$ cat src/rtl/branch_predictor.sv
// IF-stage branch target prediction with 2-bit counters,
// ID-stage mispredict detection, redirect and table training.
module branch_predictor #(
  parameter int          IDX_W    = 4,
  parameter logic [1:0]  CNT_INIT = 2'b01
) (
  input  logic        clk_i,
  input  logic        rst_i,
  input  logic [31:0] IF_pc_i,
  output logic        IF_pred_taken_o,
  output logic [31:0] IF_pred_pc_o,
  input  logic [31:0] ID_pc_i,
  input  logic        ID_pred_taken_i,
  input  logic [31:0] ID_pred_pc_i,
  input  logic        ID_Branch_i,
  input  logic        ID_branch_ctr_i,
  input  logic [31:0] ID_branch_pc_i,
  input  logic        ID_stall_i,
  output logic        ID_flush_o,
  output logic [31:0] ID_redirect_pc_o,
  output logic [31:0] branch_cnt_o,
  output logic [31:0] mispredict_cnt_o
);

  localparam int N     = 1 << IDX_W;
  localparam int TAG_W = 30 - IDX_W;

  logic              r_valid [N];
  logic [TAG_W-1:0]  r_tag   [N];
  logic [1:0]        r_cnt   [N];
  logic [31:0]       r_tgt   [N];
  logic [31:0]       r_branch_cnt;
  logic [31:0]       r_mis_cnt;

  logic [IDX_W-1:0]  w_if_idx;
  logic [TAG_W-1:0]  w_if_tag;
  logic              w_if_hit;
  logic [IDX_W-1:0]  w_id_idx;
  logic [TAG_W-1:0]  w_id_tag;
  logic              w_id_hit;
  logic              w_tgt_diff;
  logic              w_mis;
  logic              w_train;
  logic              w_alloc;
  logic              w_inc;
  logic              w_dec;
  logic              w_inval;

  assign w_if_idx = IF_pc_i[IDX_W+1:2];
  assign w_if_tag = IF_pc_i[31:IDX_W+2];
  assign w_if_hit = r_valid[w_if_idx] &&
                    (r_tag[w_if_idx] == w_if_tag);

  // Table read sees pre-update contents; no bypass from ID.
  assign IF_pred_taken_o = w_if_hit & r_cnt[w_if_idx][1];
  assign IF_pred_pc_o    = IF_pred_taken_o ?
                           r_tgt[w_if_idx] :
                           IF_pc_i + 32'd4;

  assign w_tgt_diff = ID_pred_pc_i != ID_branch_pc_i;
  assign w_mis = ID_Branch_i ?
    ((ID_pred_taken_i ^ ID_branch_ctr_i) |
     (ID_pred_taken_i & ID_branch_ctr_i & w_tgt_diff)) :
    ID_pred_taken_i;

  assign ID_flush_o       = w_mis & ~ID_stall_i;
  assign ID_redirect_pc_o = (ID_Branch_i & ID_branch_ctr_i) ?
                            ID_branch_pc_i :
                            ID_pc_i + 32'd4;

  assign w_id_idx = ID_pc_i[IDX_W+1:2];
  assign w_id_tag = ID_pc_i[31:IDX_W+2];
  assign w_id_hit = r_valid[w_id_idx] &&
                    (r_tag[w_id_idx] == w_id_tag);

  assign w_train = ID_Branch_i & ~ID_stall_i;
  assign w_alloc = w_train & ID_branch_ctr_i & ~w_id_hit;
  assign w_inc   = w_train & ID_branch_ctr_i & w_id_hit;
  assign w_dec   = w_train & ~ID_branch_ctr_i & w_id_hit;
  assign w_inval = ~ID_Branch_i & ~ID_stall_i & w_id_hit;

  assign branch_cnt_o     = r_branch_cnt;
  assign mispredict_cnt_o = r_mis_cnt;

  always_ff @(posedge clk_i or negedge rst_i) begin
    if (!rst_i) begin
      for (int i = 0; i < N; i++) begin
        r_valid[i] <= 1'b0;
        r_tag[i]   <= '0;
        r_cnt[i]   <= CNT_INIT;
        r_tgt[i]   <= '0;
      end
      r_branch_cnt <= '0;
      r_mis_cnt    <= '0;
    end else begin
      unique case (1'b1)
        w_alloc: begin
          r_valid[w_id_idx] <= 1'b1;
          r_tag[w_id_idx]   <= w_id_tag;
          r_cnt[w_id_idx]   <= 2'b10;
          r_tgt[w_id_idx]   <= ID_branch_pc_i;
        end
        w_inc: begin
          if (r_cnt[w_id_idx] != 2'b11)
            r_cnt[w_id_idx] <= r_cnt[w_id_idx] + 2'd1;
          r_tgt[w_id_idx] <= ID_branch_pc_i;
        end
        w_dec: begin
          if (r_cnt[w_id_idx] != 2'b00)
            r_cnt[w_id_idx] <= r_cnt[w_id_idx] - 2'd1;
        end
        w_inval: r_valid[w_id_idx] <= 1'b0;
        default: ;
      endcase
      if (w_train)
        r_branch_cnt <= r_branch_cnt + 32'd1;
      if (ID_flush_o)
        r_mis_cnt <= r_mis_cnt + 32'd1;
    end
  end

endmodule

$ cat config.mk
export PLATFORM = sky130hd
export DESIGN_NAME = branch_predictor
export DESIGN_NICKNAME = d
export VERILOG_FILES = /design/src/rtl/branch_predictor.sv
export SDC_FILE = /design/constraint.sdc
export NUM_CORES = 2
export LEC_CHECK = 0
export ABC_CLOCK_PERIOD_IN_PS = 14000
export BUFFER_PORTS_ARGS = -buffer_cell sky130_fd_sc_hd__buf_2
export CORE_MARGIN = 2
export CORE_UTILIZATION = 67
export CTS_CLUSTER_SIZE = 12
export DETAILED_ROUTE_END_ITERATION = 10
export PLACE_DENSITY = 0.86
export SLEW_MARGIN = 20
export SYNTH_ARGS = -nofsm -noshare
export SYNTH_HDL_FRONTEND = slang
export SYNTH_SLANG_ARGS = --single-unit
$ cat constraint.sdc
create_clock -name clk_i -period 14 [get_ports clk_i]
set_input_delay 2.1 -clock clk_i [delete_from_list [all_inputs] [get_ports clk_i]]
set_output_delay 2.1 -clock clk_i [all_outputs]
set_load 0.02 [all_outputs]
# Word level (Yosys, flattened, before mapping)
# Cells that the tools add are included.
[word_totals]
ff_bits = 1040
latch_bits = 0
ram_bits = 0
rom_bits = 0
input_bits = 134
wordCells = 156
mem_count = 0
[op_classes]
add_sub_neg = 6
multipliers = 0
div = 0
n_lt_le_gt_ge = 3
eq_ne = 6
shift = 0
mux = 40
bitwise_logic = 27
reduce_logical = 8
[ops]
columns = ["cell", "n"]
rows = [
  ["$bwmux 512", 1],
  ["$bwmux 416", 1],
  ["$mux 32", 7],
  ["$bmux 26 s4", 2],
  ["$mux 26", 5],
  ["$bmux 32 s4", 1],
  ["$demux 32 s4", 1],
  ["$demux 26 s4", 1],
  ["$pmux 32 s3", 1],
  ["$add 32x1->32 const B", 2],
  ["$add 32x3->32 const B", 2],
  ["$bwmux 32", 2],
  ["$eq 26x26->1", 2],
  ["$and 16x16->16", 2],
  ["$ne 32x32->1", 1],
  ["$not 16->16", 2],
  ["$or 16x16->16", 2],
  ["$pmux 16 s2", 1],
  ["$bmux 2 s4", 2],
  ["$and 1x1->1", 13],
  ["$ge 5x5->1 const B", 2],
  ["$mux 2", 5],
  ["$not 4->5", 2],
  ["$bmux 1 s4", 2],
  ["other kinds (16)", 28],
]

# Logic depth before layout (Yosys ltp)
[depth]
depth_word = 10
depth_mapped = 16
ltp_nobuf = 9

# Least setup slack after synthesis
# Ideal clock, no wire load.
[synth_timing]
path_type = "input -> output"
startpoint = "in IF_pc_i[2]"
endpoint = "out IF_pred_pc_o[2]"
arrival_time_ns = 5.342
required_time_ns = 11.900
slack_ns = 6.558
path_stages = 11
cell_sequence = "clkbuf_1 > buf_1 > mux4_2 > mux4_2 > xnor2_1 > nand4_1 > nor3_1 > and4b_1 > clkbuf_1 > buf_2 > mux2i_1"
[synth_via]
elab_chain_cells = 8
word_cells_on_any_way = 18
cone_classes = "1 x add/sub; 1 x eq/ne; 13 x mux; 2 x bitwise; 1 x reduce/logical"
[synth_lines]
columns = ["item", "line", "text"]
rows = [
  ["start: declaration", "9", "input logic [31:0] IF_pc_i,"],
  ["$not 4->5 (implied by the code)", "--", ""],
  ["$bmux 26 s4", "52", "(r_tag[w_if_idx] == w_if_tag);"],
  ["$mux 26 (implied by the code) (2 in series)", "52", ""],
  ["$eq 26x26->1", "52", ""],
  ["$logic_and 1x1->1", "51", "assign w_if_hit = r_valid[w_if_idx] &&"],
  ["$and 1x1->1", "55", "assign IF_pred_taken_o = w_if_hit & r_cnt[w_if_idx][1];"],
  ["$mux 32 (*)", "56", "assign IF_pred_pc_o = IF_pred_taken_o ?"],
  ["end: declaration", "11", "output logic [31:0] IF_pred_pc_o,"],
]
# Every way passes the cells marked *; elsewhere a longest branch is shown, timed or not. The select of a mux whose other input is x is not followed.

# Worst setup path in the final report
[layout_timing]
startpoint = "in IF_pc_i[2]"
endpoint = "out IF_pred_pc_o[31]"
# Same word-level chain as after synthesis.

==> results.toml <==
[clock_network]
cts_root_buf = "clkbuf_16"
cts_buffers = 108
htree_levels = 3
clk_latency_ps = 690
cts_setup_buffers = 0
cts.clk_slew.worst_paths_ps = 60
ctsHoldBuffers = 0
cts_resized = 0
cts_tree = "built"
cts.sinks = 1040
cts_buffer_depth = 3

[timing]
tightest_slew_ps = 1183
min_period_over_period_pct = 64.72
final_hold_viol_count = 0
fmax_mhz = 110.4
setup_viol = 0
period_minus_slack_ps = 9061
rsz0062_at_grt = "no"
fin_tns_setup_ps = 0
slew_headroom_pct = 21.15
finalClockSkew_ps = 35.61
slew_violations = 0

[critical_path]
critPathBufInv = 3
cp.arrival_ps = 6960
slowest_stage = "and4b_2"
ff2ff_path_depth = 10
cp_top_family = "simple AND/OR/NAND/NOR gates"
r2r-start = "r_tag[2]"
crit_path_end_kind = "output port"
path_cells = "buf_8 -> buf_12 -> mux4_2 -> mux4_2 -> xnor2_1 -> nand4_1 -> nor3_1 -> and4b_2 -> mux2_2 -> buf_2"
worstPathRequired_ps = 11900
r2r_end = "r_tag[5]"
critPathKind = "in -> out"
worst_path_largest_cell_delay_ps = 1070
worst_path_most_repeated_cell = "mux4_2"
timing.reg2reg.setup_slack_ps = 9610
cp-start-kind = "input pin"
crit_fanout = 83

[floorplanning]
die_h_um = 288.5
core_area_mm2 = 0.08029
ios = 264
start_util_pct = 67.54
die-area_mm2 = 0.08322
fp-row-count = 104
dieWidth_um = 288.5

[synth]
synth.cell_area_mm2 = 0.05422
ys_ff_latch = 1040
yosys.area.top_type_share_pct = 47.26
synth_flop_cell = "dfrtp_1"
synth_edf_count = 0
async_flop_share_pct = 100.0
yosysUniqueCellTypes = 70
ys_top_cells_by_area = "dfrtp_1, mux4_2, mux2_2"
synthCells = 3754
yosysSeqAreaShare_pct = 48.03
synth_nets = 3898
avgSynthCellArea_um2 = 14.44
yosysWarnings = 0
yosys.area.top_type = "dfrtp_1"

[route]
avgViaCountPerCell = 7.269
ant_nets = 0
firstDrtPassIters = 5
drtIter0Drc = 4528
drc = 0
dr_total_vias = 36270
wl_per_cell_um = 31.91
drt-total-wl_mm = 159.2

[cells_and_area]
drive_above_1_share_pct = 40.62
fin_cells = 4989
final_nets = 3986
area_growth_syn_to_layout_pct = 9.756

[status]
status = "completed"

[pwr]
p_leak_nw = 27.31
p_per_area_mw_per_mm2 = 131.4
ir_drop_mv = 0.1175

[global_routing]
grt_max_degree = 187
antenna_found_initial = 16
grt_usage_pct = 38.60
overflow = 0
grt_pass1_wl_mm = 236.2
first_global_vias = 36820

[placed_design]
dpl.hpwl_mm = 94.93
gp_congestion = 0.9262
port_buffers = 263
placed_cells = 4790

[run]
maxCapViolCount = 0

[hold_path]
min_from = "branch_cnt_o[31]"
hold_class = "reg -> reg"
hold_end = "branch_cnt_o[31]"
holdPathStages = 1
state kept, by name (all words and copies together), names as in the netlist, named ones only:
| name | count |
|---|---|
| mispredict_cnt_o | 32 |
| r_tag | 416 |
| r_tgt | 512 |
| r_cnt | 32 |
| branch_cnt_o | 32 |
report_power, final:
part	internal [mW]	leakage [nW]	total, mW	switching (mW)
Combinational	0.678	11.9	1.31	0.627
Clock	1.61	1.69	2.83	1.22
Sequential	3.40	13.8	3.68	0.287
Total	5.69	27.3	7.82	2.13
cell usage after synthesis (12+ instances only):
| cell | count |
|---|---|
| a21o_1 | 12 |
| a21oi_1 | 20 |
| a22o_1 | 13 |
| and2_1 | 20 |
| and3_1 | 33 |
| buf_1 | 37 |
| buf_2 | 39 |
| buf_4 | 23 |
| buf_6 | 27 |
| clkbuf_1 | 226 |
| dfrtp_1 | 1024 |
| dfstp_2 | 16 |
| inv_1 | 26 |
| mux2_1 | 326 |
| mux2_2 | 655 |
| mux2i_1 | 78 |
| mux4_2 | 388 |
| nand2_1 | 137 |
| nand3_1 | 56 |
| nand4_1 | 38 |
| nor2_1 | 82 |
| nor2b_1 | 17 |
| nor3_1 | 16 |
| nor4_1 | 13 |
| o21ai_0 | 63 |
| o2bb2ai_1 | 18 |
| xnor2_1 | 115 |
| xor2_1 | 90 |
routing by layer:
| metal | wire (um) | share of wire, % | global-route usage (%) | vias up |
|---|---|---|---|---|
| met3 | 18030 | 11 | 10.19 | 588 |
| met4 | 10850 | 6.8 | 23.48 | 14 |
| met1 | 58060 | 36 | 51.55 | 19030 |
| met5 | 97 | 0.061 | 0 | - |
| met2 | 72160 | 45 | 57.46 | 2410 |
| li1 | - | - | - | 14220 |
kinds of logic (layout without fill, tap and decap cells):
| family | count (synthesis) | count (layout) | share of synthesized area (%) |
|---|---|---|---|
| AOI/OAI and AO/OA | 210 | 210 | 2.764 |
| xor gates and xnor gates | 205 | 205 | 3.311 |
| adders and majority gates | 10 | 10 | 0.2308 |
| buffers and inverters | 379 | 547 | 3.247 |
| DFF | 1040 | 1040 | 48.03 |
| muxes | 1447 | 1447 | 37.93 |
| other | 0 | 7 | 0 |
| and+or+nand+nor | 463 | 463 | 4.484 |
metrics by stage:
| step | worst slack (ps) | hold WS [ps] | power, mW | area (um2) | utilization (%) |
|---|---|---|---|---|---|
| finish | 4939 | 467.2 | 7.820 | 59510 | 74.12 |
| global route | 4813 | 483.3 | 8.060 | 59510 | 74.12 |
| CTS | 5019 | 470.9 | 7.793 | 59430 | 74.02 |
| detailed placement | 5051 | 461.1 | 4.976 | 55990 | 69.73 |
| global placement | 5150 | 456.4 | 4.904 | 55990 | 69.73 |
| floorplan | 6558 | 466.2 | 4.530 | 54220 | - |
placed cells by master (no fill, tap or decap), types with 16 or more instances in the layout:
cell and count:
xnor2_1 115, clkbuf_16 109, o2bb2ai_1 18, a21oi_1 20, mux2_2 655, nor2_4 16, nand3_1 52, mux2i_1 78
nor3_1 16, nand2_1 136, inv_1 26, mux4_2 388, o21ai_0 63, and3_1 33, buf_2 255, nor2b_1 17
and2_1 19, dfstp_2 16, clkbuf_8 20, dfrtp_1 1024, mux2_1 326, xor2_1 90, clkbuf_1 37, nor2_1 70
buf_4 59, nand4_1 38
worst max path at each step:
stage | slack, ps | endpoint | depth (start not counted) | start
global placement | 5150 | IF_pred_pc_o[5] | 10 | IF_pc_i[2]
finish | 4940 | IF_pred_pc_o[31] | 10 | IF_pc_i[2]
detailed placement | 5050 | IF_pred_pc_o[31] | 10 | IF_pc_i[2]
CTS | 5020 | IF_pred_pc_o[10] | 10 | IF_pc_i[2]
global route | 4810 | IF_pred_pc_o[10] | 10 | IF_pc_i[2]
floorplan | 6560 | IF_pred_pc_o[2] | 11 | IF_pc_i[2]
worst reg2reg max path: stages (launching register included):
cell and delay [ps]:
dfrtp_1 390, mux4_2 470, mux4_2 500, xor2_1 560, nor4_2 180, nand4_1 160, nor4_4 50, buf_4 350
nor3_4 600, buf_4 570, mux2_1 400
cell type report:
| cell class | count | area [um2] |
|---|---|---|
| diodes | 7 | 17.52 |
| repair buffers | 330 | 2007 |
| multi-input cells | 2335 | 26570 |
| well taps | 1060 | 1326 |
| clock buffers | 165 | 3128 |
| fillers | 4675 | 20770 |
| flip-flops and latches | 1040 | 26050 |
| inverters | 27 | 101.3 |
| clock inverters | 25 | 315.3 |
(Power assumes the default switching activity.)
